<file path="src/rtl/spi_frame_rx.sv">
// SPI display-frame receiver: synchronizes raw SPI pins into clk, assembles MSB-first
// bytes and emits screen-RAM writes. Define SPI_FRAME_CHECKSUM_EN to add frame_err.
module spi_frame_rx #(
  parameter int unsigned             FRAME_BYTES = 7168,
  parameter int unsigned             ADDR_W      = 13,
  parameter logic [ADDR_W-1:0]       BORDER_ADDR = 13'h1B80,
  parameter int unsigned             SYNC_STAGES = 2,
  parameter logic [2:0]              BORDER_RST  = 3'b101
) (
  input  logic              clk,
  input  logic              rst,
  input  logic              spi_clk,
  input  logic              spi_dat,
  input  logic              spi_cs,
  output logic              wr_en,
  output logic [ADDR_W-1:0] wr_addr,
  output logic [7:0]        wr_data,
  output logic [2:0]        border,
  output logic              frame_done,
  output logic              busy
`ifdef SPI_FRAME_CHECKSUM_EN
  ,
  output logic              frame_err
`endif
);

  localparam logic [ADDR_W-1:0] LAST_ADDR = ADDR_W'(FRAME_BYTES - 1);

  typedef enum logic [1:0] {IDLE, SHIFT, COMMIT} state_t;

  state_t                 state, state_nxt;
  logic [SYNC_STAGES-1:0] clk_sync, dat_sync, cs_sync;
  logic                   s_clk, s_dat, s_cs, s_clk_d, s_cs_d;
  logic                   rise, cs_rise;
  logic [3:0]             bit_cnt;
  logic [7:0]             shift;

  // Equal-depth chains keep data aligned with the sampled clock edge.
  always_ff @(posedge clk or posedge rst) begin
    if (rst) begin
      clk_sync <= '0;
      dat_sync <= '0;
      cs_sync  <= '1;
      s_clk_d  <= 1'b0;
      s_cs_d   <= 1'b1;
    end else begin
      clk_sync <= {clk_sync[SYNC_STAGES-2:0], spi_clk};
      dat_sync <= {dat_sync[SYNC_STAGES-2:0], spi_dat};
      cs_sync  <= {cs_sync[SYNC_STAGES-2:0], spi_cs};
      s_clk_d  <= s_clk;
      s_cs_d   <= s_cs;
    end
  end

  assign s_clk   = clk_sync[SYNC_STAGES-1];
  assign s_dat   = dat_sync[SYNC_STAGES-1];
  assign s_cs    = cs_sync[SYNC_STAGES-1];
  assign rise    = s_clk & ~s_clk_d;
  assign cs_rise = s_cs & ~s_cs_d;

  always_ff @(posedge clk or posedge rst) begin
    if (rst) state <= IDLE;
    else     state <= state_nxt;
  end

  // A full byte waits one cycle at bit_cnt==8 before COMMIT, so a coincident cs rise still discards it.
  always_comb begin
    state_nxt = state;
    if (cs_rise) begin
      state_nxt = IDLE;
    end else begin
      case (state)
        IDLE:    if (!s_cs) state_nxt = SHIFT;
        SHIFT:   if (bit_cnt == 4'd8) state_nxt = COMMIT;
        COMMIT:  state_nxt = SHIFT;
        default: state_nxt = IDLE;
      endcase
    end
  end

  always_ff @(posedge clk or posedge rst) begin
    if (rst) begin
      bit_cnt    <= '0;
      shift      <= '0;
      wr_en      <= 1'b0;
      wr_data    <= '0;
      wr_addr    <= '0;
      border     <= BORDER_RST;
      frame_done <= 1'b0;
      busy       <= 1'b0;
    end else begin
      busy       <= ~s_cs;
      wr_en      <= 1'b0;
      frame_done <= 1'b0;
      if (state == COMMIT && !cs_rise) begin
        wr_en   <= 1'b1;
        wr_data <= shift;
      end
      // wr_addr holds the written address during the strobe and advances afterwards.
      if (wr_en) begin
        if (wr_addr == BORDER_ADDR) border <= wr_data[2:0];
        if (wr_addr == LAST_ADDR) begin
          wr_addr    <= '0;
          frame_done <= 1'b1;
        end else begin
          wr_addr <= wr_addr + ADDR_W'(1);
        end
      end
      if (cs_rise) begin
        wr_addr <= '0;
        bit_cnt <= '0;
        shift   <= '0;
      end else begin
        case (state)
          IDLE: begin
            bit_cnt <= '0;
            shift   <= '0;
          end
          SHIFT: begin
            if (rise && bit_cnt != 4'd8) begin
              shift   <= {shift[6:0], s_dat};
              bit_cnt <= bit_cnt + 4'd1;
            end
          end
          COMMIT:  bit_cnt <= '0;
          default: bit_cnt <= '0;
        endcase
      end
    end
  end

`ifdef SPI_FRAME_CHECKSUM_EN
  logic [7:0] xor_acc;

  always_ff @(posedge clk or posedge rst) begin
    if (rst) begin
      xor_acc   <= '0;
      frame_err <= 1'b0;
    end else if (wr_en && wr_addr == LAST_ADDR) begin
      frame_err <= (wr_data != xor_acc);
      xor_acc   <= '0;
    end else if (cs_rise) begin
      xor_acc <= '0;
    end else if (wr_en) begin
      xor_acc <= xor_acc ^ wr_data;
    end
  end
`endif

endmodule

</file>
<file path="config.mk">
export PLATFORM = sky130hd
export DESIGN_NAME = spi_frame_rx
export DESIGN_NICKNAME = d
export VERILOG_FILES = /design/src/rtl/spi_frame_rx.sv
export SDC_FILE = /design/constraint.sdc
export NUM_CORES = 1
export LEC_CHECK = 0
export CAP_MARGIN = 5
export CORE_UTILIZATION = 53
export DETAILED_ROUTE_END_ITERATION = 12
export PLACE_DENSITY_LB_ADDON = 0.08
export SETUP_SLACK_MARGIN = 0.02
export SLEW_MARGIN = 30
export SYNTH_ARGS = -nofsm -noshare
export SYNTH_HDL_FRONTEND = slang
export SYNTH_SLANG_ARGS = --single-unit
</file>
<file path="constraint.sdc">
create_clock -name clk -period 2 [get_ports clk]
set_input_delay 0.3 -clock clk [delete_from_list [all_inputs] [get_ports clk]]
set_output_delay 0.3 -clock clk [all_outputs]
set_load 0.1 [all_outputs]
</file>
Yosys cells after proc, flatten, opt, wreduce, memory -nomap -nowiden. Index checks and enable logic that the tools add are counted. Widths: inputs -> output; s select.

Bits in registers: 49. Bits of input ports: 5. Output and inout port bits: 27. Word-level logic and storage cells: 55.

Bitwise operators: 5. Reductions and logical operators: 9. Mux-type cells: 16. Add/subtract/negate cells: 2. Eq/ne operators: 9.

Operator list (count): $mux 13 (3); $eq 13x13->1 const B (2); $mux 8 (2); $pmux 8 s2 (1); $add 13x1->13 const B (1); $mux 4 (3); $ne 3x3->1 const B (3); $mux 2 (3); $pmux 2 s3 (1); $reduce_and 2->1 (3); $add 4x1->4 const B (1); $eq 4x4->1 const B (1); $ne 4x4->1 const B (1); $mux 1 (3); $not 1->1 (3); $reduce_bool 3->1 (1); $and 1x1->1 (2); $eq 2x1->1 const B (1); $eq 2x2->1 const B (1); $logic_and 1x1->1 (2); $logic_not 2->1 (1); $reduce_bool 2->1 (1); $logic_not 1->1 (1).

Logic depth before layout (Yosys ltp).
Word-level depth: 6. Depth in mapped cells: 6. Gate-level depth less buffers: 6.

Least setup slack after synthesis. No wires, ideal clock.

Path kind: flip-flop to flip-flop. Start point: register wr_addr[0]. End point: register wr_addr[10]. Arrival time: 2.130 ns. Stages on the path, launching flop included: 6. Setup time: 0.079 ns. Data required time: 1.921 ns. Period minus slack after synthesis: 2.209 ns. Setup slack: -0.209 ns. Path buffers: 0. Cell sequence: dfrtp_1 ha_1 and3_2 nand2_4 or4_1 a21oi_1.

Longest elaborated chain between the ends: 4. Elaborated cells on any way between the ends: 5. Classes of those cells: add/sub: 1; eq/ne: 1; mux: 3.

RTL lines: from (decl) (line 16) `output logic [ADDR_W-1:0] wr_addr,`; from (signal assigned) (line 106) `wr_addr <= wr_addr + ADDR_W'(1);`; $add 13x1->13 / $eq 13x13->1 (equally long branches) (line 106, 102); $mux 13 (*) (line 102) `if (wr_addr == LAST_ADDR) begin`; $mux 13 (*) (line 100) `if (wr_en) begin`; $mux 13 (*) (line 109) `if (cs_rise) begin`.

Mark *: on every way between the ends. The rest lies on a longest branch, timed or not. The select of a mux whose other input is x is not followed. A chain may end at the register's enable or synchronous reset.

Worst setup path in the final report.
Start point: register bit_cnt[0]. End point: register shift[4].

Longest elaborated chain between the ends: 4.

RTL lines: from (decl) (line 35) `logic [3:0] bit_cnt;`; from (signal assigned) (line 122) `bit_cnt <= bit_cnt + 4'd1;`; $ne 4x4->1 (line 120) `if (rise && bit_cnt != 4'd8) begin`; $logic_and 1x1->1 (line 120); $ne 3x3->1 (no line); $reduce_and 2->1 (no line); to (signal assigned) (line 121) `shift <= {shift[6:0], s_dat};`; to (decl) (line 36) `logic [7:0] shift;`.

No other way between the ends.

==> metrics.md <==
| Metric | Value |
|---|---|
| WL final | `~3.8 mm` |
| Register area | `1250 um2` |
| Utilization after layout | `0.682` |
| Max cap viols | `0` |
| Avg Inst Size Synth | `11.4 um2` |
| CTS Hold Bufs | `0` |
| DP HPWL | `2.67 mm` |
| CP Max Fanout | `8` |
| Setup Skew | `roughly 0.0032 ns` |
| GRT Total Usage | `0.202` |
| Final setup viols | `0` |
| Layout cells sized above 1 | `0.322` |
| Die Y | `between 60 and 70 um` |
| Largest net degree at the start of global routing | `34` |
| Clk Latency, worst-skew pair | `roughly 0.29 ns` |
| Crit Path Class | `reg -> reg` |
| Cts repair resizes | `0` |
| Min cycle time layout | `1.80 ns` |
| Final period util | `0.899` |
| Initial antenna violation count | `0` |
| Unrepaired setup endpoints after global routing | `no` |
| Commonest non-fill, non-tap cell in the layout | `dfrtp_1` |
| Fill cells | `~300` |
| DRC | `0` |
| IO Port Bufs | `31` |
| Clk pin slew, worst setup/hold paths | `approximately 0.08 ns` |
| Sequential share of the synthesized area | `0.581` |
| Leak | `0.00121 uW` |
| CTS tree | `done` |
| Max transition margin | `0.628` |
| Actual slew at the worst max-slew pin | `about 0.55 ns` |
| Yosys reg bits | `between 40 and 50` |
| Starting Density | `0.567` |
| Mapped Area | `2120 um2` |
| Synth Net Count | `just under 200` |
| Layout area overhead | `20.5%` |
| Synth Warn # | `0` |
| # rows | `22` |
| Cells after Synth | `between 150 and 200` |
| HP Class | `in -> async` |
| Num Clock Sinks | `49` |
| Synth top area cells | `dfrtp_1, dfstp_2, mux2_2` |
| Vias in the first global route | `between 1000 and 1500` |
| Commonest cells after routing, fill and taps aside | `dfrtp_1, buf_4, nand2_1` |
| Critical Path RT | `around 2.2 ns` |
| # diodes | `0` |
| Synth top area share | `0.519` |
| Critical Path AT | `roughly 2 ns` |
| Routed vias/inst | `between 5 and 6` |
| Routability congestion estimate | `0.815` |
| Total die area | `about 4300 um2` |
| 1st-pass router iterations | `4` |
| DRT iter0 DRCs | `approximately 120` |
| Vias after detailed routing | `1495` |
| NumNets Final | `~240` |
| Ports | `32` |
| Peak VDD IR | `between 0.5 and 0.6 mV` |
| Status | `completed` |
| Root Driver | `clkbuf_8` |
| Core Region | `around 3700 um2` |
| First-pass GRT wire length | `between 6 and 7 mm` |
| Grt ovf | `0` |
| Fin. max-slew vios | `0` |
| Fin. Hold Viols | `0` |
| Die W | `roughly 65 um` |
| Longest Clk Path Bufs | `2` |
| Fmax | `roughly 0.56 GHz` |
| Post-route ant nets | `0` |
| Post-Route Setup TNS | `0 ns` |
| Setup bufs post-CTS | `0` |
| Pwr dens | `659 nW/um2` |
| Yosys top cell by area | `dfrtp_1` |
| Synth unique cells | `36` |
| CTS HTree Levels | `2` |
| CP endpoint kind | `register` |
| Num CTS Buffers | `5` |
| Multi-input gate area | `818 um2` |
| Routed len/inst | `13.8 um` |
| Kind of start point of the critical path | `register` |
==> registers in the layout (all words and copies together) (netlist names) <==
name / count
bit_cnt: 4
border: 3
busy: 1
clk_sync: 2
cs_sync: 2
dat_sync: 2
frame_done: 1
s_clk_d: 1
s_cs_d: 1
shift: 8
state: 2
wr_addr: 13
wr_data: 8
wr_en: 1
==> synth_stat cells <==
cell	count
and4_4	1
nand2b_1	2
a21boi_0	1
inv_1	16
o2111ai_1	4
nor3_1	1
nor2b_1	3
a22oi_1	1
and3_1	4
mux2_2	11
nand3_1	4
buf_2	2
or4_1	2
o21ai_1	1
nor3b_2	1
nand4_1	4
xor2_1	7
and2_1	1
nor3b_1	2
or3_2	1
o21ai_2	1
a21oi_1	5
and3_2	1
or3b_2	1
dfstp_2	5
nand2_4	1
o31ai_1	2
ha_1	4
or3_1	1
o21ai_0	8
nand3b_1	3
nor2_1	13
dfrtp_1	44
xnor2_1	1
nand2_1	19
mux2i_1	8
==> power by group <==
| group | internal [uW] | switching, uW | total (uW) | leakage (uW) |
|---|---|---|---|---|
| clock network | 247 | 300 | 548 | 0.0000385 |
| registers | 1010 | 16.6 | 1030 | 0.000627 |
| logic | 38.1 | 66.4 | 105 | 0.000543 |
| total | 1300 | 383 | 1680 | 0.00121 |
==> critical path: stages, from the launching register on <==
cell,delay (ns)
dfrtp_1,0.39
inv_1,0.09
ha_1,0.20
nand3b_1,0.17
a21boi_0,0.14
o21ai_2,0.46
mux2i_1,0.27
==> layout make-up <==
type,count,share of cell area
clock buffer,7,0.0299
clock inverter,1,0.00294
inverter,16,0.0235
multi-input combinational,119,0.320
sequential,49,0.488
tap,48,0.0235
timing repair buffer,35,0.112
==> final timing paths <==
check / from / to / slack [ns] / depth (start not counted)
max in group asynchronous: rst / border[0]$_DFFE_PP1P_ / 1.14 / 3
min: rst / busy$_DFF_PP0_ / 0.30 / 2
min reg2reg: dat_sync[0]$_DFF_PP0_ / dat_sync[1]$_DFF_PP0_ / 0.36 / 0
min in group clk: dat_sync[0]$_DFF_PP0_ / dat_sync[1]$_DFF_PP0_ / 0.36 / 0
max: bit_cnt[0]$_DFFE_PP0P_ / shift[4]$_DFFE_PP0P_ / 0.20 / 6
max reg2reg: bit_cnt[0]$_DFFE_PP0P_ / shift[4]$_DFFE_PP0P_ / 0.20 / 6
==> layer usage <==
layer,vias up,part of all wire,GRT usage
met2,39,0.50,0.331
met1,727,0.45,0.267
li1,723,-,-
met4,0,0.012,0.0734
met5,-,0,0
met3,6,0.040,0.0399
==> cell families (layout without fill, tap and decap cells) <==
| family | count (synthesis) | in the layout | synth area share |
|---|---|---|---|
| simple gates | 65 | 65 | 0.165 |
| fa+ha+maj | 4 | 4 | 0.0236 |
| mux | 19 | 19 | 0.0962 |
| xor+xnor | 8 | 8 | 0.0330 |
| flops | 49 | 49 | 0.581 |
| compound gates | 23 | 23 | 0.0678 |
| buf+inv | 18 | 59 | 0.0330 |
==> per-stage QoR <==
step           power, uW  instance area, um2  setup WS (ns)  cells  hold WS, ns
2_1_floorplan       1120                2140         0.0349    186        0.304
3_3_place_gp        1150                2470          0.357    267        0.333
3_5_place_dp        1160                2470          0.234    267        0.337
4_1_cts             1710                2550          0.181    275        0.297
5_1_grt             1760                2550         0.0585    275        0.328
6_report            1680                2550          0.201    275        0.297
(Power assumes the default switching activity.)
